===== src/rtl/pp_bank_scheduler.sv =====
// Two-bank ping-pong buffer scheduler: writer steering, oldest-first reader launch.
// Optional watchdog on stuck reads: define SCHED_WATCHDOG_EN (adds wd_err).
module pp_bank_scheduler #(
    parameter int PKT_LEN = 188,
    parameter int CE_DIV  = 8,
    parameter int CNT_W   = 16
) (
    input  logic             clk,
    input  logic             reset,
    input  logic             wr_done,
    output logic             wr_bank,
    output logic             wr_stall,
    output logic             rd_start,
    output logic             rd_bank,
    input  logic             rd_done,
    output logic [1:0]       bank_full,
    output logic             busy,
    output logic             overflow,
    output logic [CNT_W-1:0] pkt_cnt
`ifdef SCHED_WATCHDOG_EN
    ,
    output logic             wd_err
`endif
);

    localparam logic [1:0] S_IDLE = 2'd0;
    localparam logic [1:0] S_BUSY = 2'd1;
    localparam logic [1:0] S_GAP  = 2'd2;

    localparam int WD_LIMIT = PKT_LEN * CE_DIV + 16;

    logic [1:0] state;
    logic       next_rd;
    // bank_full marks FULL or READING; bank_rd marks READING only
    logic [1:0] bank_rd;

    logic rel;
    logic wd_fire;
    logic other_free;
    logic launch;
    logic wr_acc;

`ifdef SCHED_WATCHDOG_EN
    localparam int WD_W = $clog2(WD_LIMIT);
    logic [WD_W-1:0] wd_cnt;

    assign wd_fire = (state == S_BUSY) && !rd_done
                   && (wd_cnt == WD_W'(WD_LIMIT - 1));
`else
    logic unused_wd_cfg;

    assign unused_wd_cfg = (WD_LIMIT == 0);
    assign wd_fire = 1'b0;
`endif

    assign rel    = (state == S_BUSY) && (rd_done || wd_fire);
    assign launch = (state == S_IDLE) && bank_full[next_rd]
                  && !bank_rd[next_rd];
    assign wr_acc = wr_done && !wr_stall;

    // a bank released this cycle is already free for the writer
    assign other_free = !bank_full[~wr_bank]
                      || (rel && (rd_bank == ~wr_bank));

    always_ff @(posedge clk or posedge reset) begin
        if (reset) begin
            state     <= S_IDLE;
            next_rd   <= 1'b0;
            bank_rd   <= 2'b00;
            bank_full <= 2'b00;
            wr_bank   <= 1'b0;
            wr_stall  <= 1'b0;
            rd_start  <= 1'b0;
            rd_bank   <= 1'b0;
            busy      <= 1'b0;
            overflow  <= 1'b0;
            pkt_cnt   <= '0;
        end else begin
            rd_start <= 1'b0;
            unique case (state)
                S_IDLE: begin
                    if (launch) begin
                        rd_start         <= 1'b1;
                        rd_bank          <= next_rd;
                        bank_rd[next_rd] <= 1'b1;
                        busy             <= 1'b1;
                        next_rd          <= ~next_rd;
                        state            <= S_BUSY;
                    end
                end
                S_BUSY: begin
                    if (rel) begin
                        bank_full[rd_bank] <= 1'b0;
                        bank_rd[rd_bank]   <= 1'b0;
                        busy               <= 1'b0;
                        state              <= S_GAP;
                        if (rd_done) begin
                            pkt_cnt <= pkt_cnt + 1'b1;
                        end
                    end
                end
                S_GAP: begin
                    state <= S_IDLE;
                end
                default: begin
                    state <= S_IDLE;
                end
            endcase

            if (wr_stall) begin
                if (rel) begin
                    wr_stall <= 1'b0;
                    wr_bank  <= rd_bank;
                end
                if (wr_done) begin
                    overflow <= 1'b1;
                end
            end else if (wr_acc) begin
                bank_full[wr_bank] <= 1'b1;
                if (other_free) begin
                    wr_bank <= ~wr_bank;
                end else begin
                    wr_stall <= 1'b1;
                end
            end
        end
    end

`ifdef SCHED_WATCHDOG_EN
    always_ff @(posedge clk or posedge reset) begin
        if (reset) begin
            wd_cnt <= '0;
            wd_err <= 1'b0;
        end else begin
            if (launch) begin
                wd_cnt <= '0;
            end else if (state == S_BUSY) begin
                wd_cnt <= wd_cnt + 1'b1;
            end
            if (wd_fire) begin
                wd_err <= 1'b1;
            end
        end
    end
`endif

endmodule


===== config.mk =====
export PLATFORM = sky130hd
export DESIGN_NAME = pp_bank_scheduler
export DESIGN_NICKNAME = d
export VERILOG_FILES = /design/src/rtl/pp_bank_scheduler.sv
export SDC_FILE = /design/constraint.sdc
export NUM_CORES = 1
export LEC_CHECK = 0
export ABC_CLOCK_PERIOD_IN_PS = 4040
export CAP_MARGIN = 25
export CORE_UTILIZATION = 53
export DETAILED_ROUTE_END_ITERATION = 12
export PLACE_DENSITY = 0.94
export SLEW_MARGIN = 10
export SYNTH_ARGS = -nofsm -noshare
export SYNTH_HDL_FRONTEND = slang
export SYNTH_SLANG_ARGS = --single-unit
export TNS_END_PERCENT = 30

===== constraint.sdc =====
create_clock -name clk -period 4.04 [get_ports clk]
set_input_delay 0.606 -clock clk [delete_from_list [all_inputs] [get_ports clk]]
set_output_delay 0.606 -clock clk [all_outputs]
set_load 0.02 [all_outputs]

==> flow_metrics.env, run 1 <==
export IMPL_status="complete, no violations"
export IMPL_critPathBufInv=1
export IMPL_hold_viol=0
export IMPL_regToRegStartpoint="state[1]$_DFFE_PP0P_"
export IMPL_grt_pass1_vias=887
export IMPL_fin_ws_ps=1940
export IMPL_synth_edff_count=0
export IMPL_syn_instance_count=110
export IMPL_syn_cell_area_mm2=0.00128
export IMPL_synth_area_top_cells="dfrtp_1 (57%), xnor2_1 (6.8%), xor2_1 (4.1%)"
export IMPL_hpwl_mm=1.74
export IMPL_avgViaCountPerCell=5.23
export IMPL_leakage_uw=0.000778
export IMPL_antenna_found_initial=0
export IMPL_yosysTopAreaCellShare_pct=56.5
export IMPL_rsz0062_at_grt="false"
export IMPL_powerDensity_mw_per_mm2=620
export IMPL_path_clk_slew_ps=90
export IMPL_post_route_min_period_ps=2100
export IMPL_critPathLaunchType="flop"
export IMPL_wire_per_inst_um=13.6
export IMPL_numClockSinks=29
export IMPL_ant_nets=0
export IMPL_min_path_cells=1
export IMPL_die_y_um=51.2
export IMPL_yosysMostFrequentCell="dfrtp_1"
export IMPL_nets=149
export IMPL_arrival_ps=1490
export IMPL_yosys_top_cells_count="dfrtp_1 (29), inv_1 (10), nand2_1 (10), xnor2_1 (10), nor2_1 (8)"
export IMPL_slowest_stage="clkdlybuf4s50_1"
export IMPL_tightest_slew_ps=504
export IMPL_fin_util_pct=74.3
export IMPL_portBuffers=27
export IMPL_cts_tree="built"
export IMPL_cp_top_family="buffers and inverters"
export IMPL_avgSynthCellArea_um2=11.7
export IMPL_grt_use_total_pct=21.6
export IMPL_clock_path_buffers=2
export IMPL_p_sw_uw=387
export IMPL_power_frac_seq_pct=43.9
export IMPL_setup_violations=0
export IMPL_dp_slack_ps=1920
export IMPL_hold_start="overflow$_DFFE_PP0P_"
export IMPL_synth_seq_cells=29
export IMPL_syn_to_final_growth_pct=30.5
export IMPL_yosysWarnings=0
export IMPL_fin_skew_ps=8.93
export IMPL_drcViolationCount=0
export IMPL_slowest_delay_ps=660
export IMPL_ys_seq_area_share_pct=56.5
export IMPL_holdCritPathClass="flop to flop"
export IMPL_cap_violations=0
export IMPL_rows=17
export IMPL_r2r_cells=5
export IMPL_core_mm2=0.00225
export IMPL_antenna_cells=0
export IMPL_fin_setup_tns_ps=0
export IMPL_drive_gt1_share_pct=11.0
export IMPL_start_util_pct=56.9
export IMPL_htree_levels=2
export IMPL_endpoint_kind="output pin"
export IMPL_num_vias=904
export IMPL_r2r_slack_ps=2590
export IMPL_syn_nets=115
export IMPL_grt_overflow=0
export IMPL_synth_cell_types=33
export IMPL_cts_root_buffer="clkbuf_4"
export IMPL_cp_max_fo=5
export IMPL_async_flop_share_pct=100
export IMPL_internal_power_uw=651
export IMPL_die_w_um=51.2
export IMPL_cp_required_ps=3430
export IMPL_post_cts_resized=0
export IMPL_r2r_end="pkt_cnt[15]$_DFFE_PP0P_"
export IMPL_clkPwrFrac_pct=19.3
export IMPL_ir_worst_vdd_uv=523
export IMPL_critPathLaunch="pkt_cnt[2]$_DFFE_PP0P_"
export IMPL_grt_pass1_wl_mm=3.97
export IMPL_yosysTopAreaCell="dfrtp_1"
export IMPL_critical_path_class="flop to output pin"
export IMPL_clock_latency_ps=330
export IMPL_power_frac_comb_pct=36.8
export IMPL_relSlewSlack_pct=66.4
export IMPL_grt_max_degree=20
export IMPL_boundaryPins=28
export IMPL_hold_buffers=0
export IMPL_place_gp_congestion=0.746
export IMPL_hold_path_end="overflow$_DFFE_PP0P_"
export IMPL_swShare_pct=37.2
export IMPL_report_final_slew_viol_count=0
export IMPL_path_cells="clkdlybuf4s50_1"
export IMPL_post_cts_buffers=0
export IMPL_power_total_uw=1040
export IMPL_drtIter0Drc=24
export IMPL_max_freq_ghz=0.476
export IMPL_cts_buffers=5
export IMPL_synth_ff_type="dfrtp_1"
export IMPL_routed_wirelength_mm=2.35
export IMPL_firstDrtPassIters=4
export IMPL_dieArea_mm2=0.00262
export IMPL_finalCritPeriodShare_pct=51.9
metrics by stage:
step	area, um^2	hold WS, ps	std cells
after CTS	1680	472	173
after global placement	1580	437	164
after detailed placement	1610	452	165
after global routing	1680	489	173
after floorplan	1280	428	110
final	1680	468	173
worst max-delay path by stage:
| stage | cells past startpoint | to | slack, ps |
|---|---|---|---|
| final | 1 | pkt_cnt[2] | 1940 |
| after global routing | 1 | pkt_cnt[2] | 1890 |
| after CTS | 1 | pkt_cnt[2] | 1940 |
| after detailed placement | 6 | pkt_cnt[15]$_DFFE_PP0P_ | 1920 |
| after global placement | 6 | pkt_cnt[12]$_DFFE_PP0P_ | 1970 |
| after floorplan | 5 | wr_bank$_DFFE_PP0P_ | 2590 |
layout make-up:
type	count	area, um^2
Clock buffer	7	65.1
Clock inverter	1	5.00
Fill cell	166	579
Inverter	11	43.8
Multi-Input combinational cell	69	503
Sequential cell	29	726
Tap cell	28	35.0
Timing Repair Buffer	28	298
logic make-up (layout without fill, tap and decap cells):
group,count (synthesis),count (layout),share of synthesized area [%]
buffers and inverters,12,47,4.29
adders and majority gates,1,1,0.975
DFF,29,29,56.5
xor gates and xnor gates,16,16,10.9
AOI/OAI and AO/OA,14,14,7.41
and+or+nand+nor,36,36,18.3
muxes,2,2,1.56
flip-flops by register name, indices dropped and copies added (netlist names):
name / cells
bank_full: 2
rd_bank: 1
wr_stall: 1
wr_bank: 1
next_rd: 1
bank_rd: 2
pkt_cnt: 16
busy: 1
state: 2
overflow: 1
rd_start: 1
routing by layer:
layer	track usage (%)	wire (um)	vias to the layer above
li1	-	-	440
met1	27.8	1140	431
met2	32.0	1060	29
met3	8.63	119	4
met4	9.91	29	0
met5	0	0	-
power groups by stage:
stage,Clock [uW],Sequential (uW),Combinational (uW)
floorplan,0,508,171
global route,221,467,413
global placement,0,452,369
finish,200,456,382
detailed placement,0,458,381
CTS,206,453,384
cells in the final DEF (no fill, tap or decap), types with 3 or more instances in the layout:
cell             count
o21ai_0              3
nor3_1               3
nand2_1             10
nor2_1               8
dfrtp_1             29
inv_1               10
clkbuf_4             5
xor2_1               6
nand4_1              3
clkdlybuf4s50_1     27
xnor2_1             10
Note: power is estimated with default switching activity, not from simulation.
==> inputs of run 2 (changes only) <==
--- a/config.mk
+++ b/config.mk
@@ -5,11 +5,12 @@
 export SDC_FILE = /design/constraint.sdc
 export NUM_CORES = 1
 export LEC_CHECK = 0
-export ABC_CLOCK_PERIOD_IN_PS = 4040
+export ABC_CLOCK_PERIOD_IN_PS = 1900
 export CAP_MARGIN = 25
-export CORE_UTILIZATION = 53
+export CORE_ASPECT_RATIO = 0.5
+export CORE_UTILIZATION = 44
 export DETAILED_ROUTE_END_ITERATION = 12
-export PLACE_DENSITY = 0.94
+export PLACE_DENSITY = 0.85
 export SLEW_MARGIN = 10
 export SYNTH_ARGS = -nofsm -noshare
 export SYNTH_HDL_FRONTEND = slang
==> constraint.sdc (replaced) <==
create_clock -name clk -period 1.9 [get_ports clk]
set_input_delay 0.285 -clock clk [delete_from_list [all_inputs] [get_ports clk]]
set_output_delay 0.285 -clock clk [all_outputs]
set_load 0.02 [all_outputs]
==> flow_metrics.env, run 2 (synthesized netlist as in run 1, its figures left out) <==
export IMPL_boundaryPins=28
export IMPL_cap_violations=0
export IMPL_hold_viol=0
export IMPL_arrival_ps=1390
export IMPL_path_cells="clkdlybuf4s50_1"
export IMPL_critical_path_class="flop to output pin"
export IMPL_htree_levels=2
export IMPL_rows=13
export IMPL_dp_cells=174
export IMPL_cts_root_buffer="clkbuf_8"
export IMPL_power_total_uw=2260
export IMPL_largest_reg_flops=16
export IMPL_portBuffers=27
export IMPL_cp_top_family="buffers and inverters"
export IMPL_setup_violations=0
export IMPL_final_cell_mix="dfrtp_1 (29), clkdlybuf4s50_1 (27), nand2_1 (10), inv_1 (10), xnor2_1 (10)"
export IMPL_wire_per_inst_um=12.5
export IMPL_fin_skew_ps=3.25
export IMPL_instances_no_fill=181
export IMPL_die_y_um=40.2
export IMPL_post_cts_resized=0
export IMPL_leakage_uw=0.000774
export IMPL_rsz0062_at_grt="false"
export IMPL_firstDrtPassIters=4
export IMPL_holdCritPathClass="primary input to asynchronous set/reset pin"
export IMPL_post_route_min_period_ps=1680
export IMPL_die_w_um=78.4
export IMPL_place_gp_congestion=0.806
export IMPL_status="complete, no violations"
export IMPL_path_clk_slew_ps=60
export IMPL_cts_tree="built"
export IMPL_antenna_cells=0
export IMPL_dieArea_mm2=0.00315
export IMPL_tightest_slew_ps=353
export IMPL_grt_pass1_wl_mm=4.13
export IMPL_critPathBufInv=1
export IMPL_regMostFlops="pkt_cnt"
export IMPL_num_vias=883
export IMPL_cp_max_fo=5
export IMPL_fin_ws_ps=221
export IMPL_hold_buffers=0
export IMPL_grt_overflow=0
export IMPL_ir_worst_vdd_uv=888
export IMPL_drive_gt1_share_pct=9.72
export IMPL_dp_slack_ps=86.8
export IMPL_layout_commonest_cell="dfrtp_1"
export IMPL_grt_max_degree=30
export IMPL_routed_wirelength_mm=2.26
export IMPL_clock_latency_ps=280
export IMPL_start_util_pct=47.8
export IMPL_hold_ws_ps=366
export IMPL_cts_buffers=5
export IMPL_nets=149
export IMPL_finalCritPeriodShare_pct=88.4
export IMPL_slowest_delay_ps=650
export IMPL_grt_pass1_vias=888
export IMPL_grt_use_total_pct=18.5
export IMPL_critPathLaunchType="flop"
export IMPL_drcViolationCount=0
export IMPL_powerDensity_mw_per_mm2=1350
export IMPL_ant_nets=0
export IMPL_slowest_stage="clkdlybuf4s50_1"
export IMPL_cp_required_ps=1620
export IMPL_hpwl_mm=1.57
export IMPL_max_freq_ghz=0.596
export IMPL_report_final_slew_viol_count=0
export IMPL_post_cts_buffers=0
export IMPL_relSlewSlack_pct=76.4
export IMPL_nFillCells=221
export IMPL_fin_setup_tns_ps=0
export IMPL_clock_path_buffers=2
export IMPL_syn_to_final_growth_pct=31.1
export IMPL_avgViaCountPerCell=4.88
export IMPL_endpoint_kind="output pin"
export IMPL_drtIter0Drc=34
export IMPL_antenna_found_initial=0
export IMPL_core_mm2=0.00268
export IMPL_numClockSinks=29
## run 2: final cells by class
type                            instances  area, um^2  share of cell area [%]
Sequential cell                        29         726                    43.1
Multi-Input combinational cell         69         503                    29.9
Timing Repair Buffer                   28         278                    16.5
Clock buffer                            7        86.3                    5.13
Tap cell                               37        46.3                    2.75
Inverter                               11        43.8                    2.60
## run 2: power by group
group	internal [uW]	switching, uW
combinational	386	415
clock	286	216
sequential	783	178
total	1450	809
## run 2: worst paths after layout
check                                  startpoint                 endpoint  slack (ps)  cells past startpoint
min                                         reset  pkt_cnt[12]$_DFFE_PP0P_         370                      3
min reg2reg                  state[1]$_DFFE_PP0P_     state[0]$_DFFE_PP0P_         460                      1
max                        pkt_cnt[2]$_DFFE_PP0P_               pkt_cnt[2]         220                      1
max in group asynchronous                   reset   pkt_cnt[2]$_DFFE_PP0P_        1270                      3
min in group clk             state[1]$_DFFE_PP0P_     state[0]$_DFFE_PP0P_         460                      1
max reg2reg                  state[1]$_DFFE_PP0P_  pkt_cnt[14]$_DFFE_PP0P_         460                      5
## run 2: metal layers
metal / GRT usage (%) / vias to the layer above / part of all wire [%]
li1: - / 440 / -
met1: 22.2 / 415 / 49
met2: 31.8 / 22 / 45
met3: 6.36 / 6 / 4.7
met4: 8.33 / 0 / 1.9
met5: 0 / - / 0
## run 2: metrics by stage
| stage | cell area, um^2 | utilization (%) |
|---|---|---|
| 2_1_floorplan | 1280 | - |
| 3_3_place_gp | 1600 | 59.5 |
| 3_5_place_dp | 1600 | 59.5 |
| 4_1_cts | 1680 | 62.7 |
| 5_1_grt | 1680 | 62.7 |
| 6_report | 1680 | 62.7 |
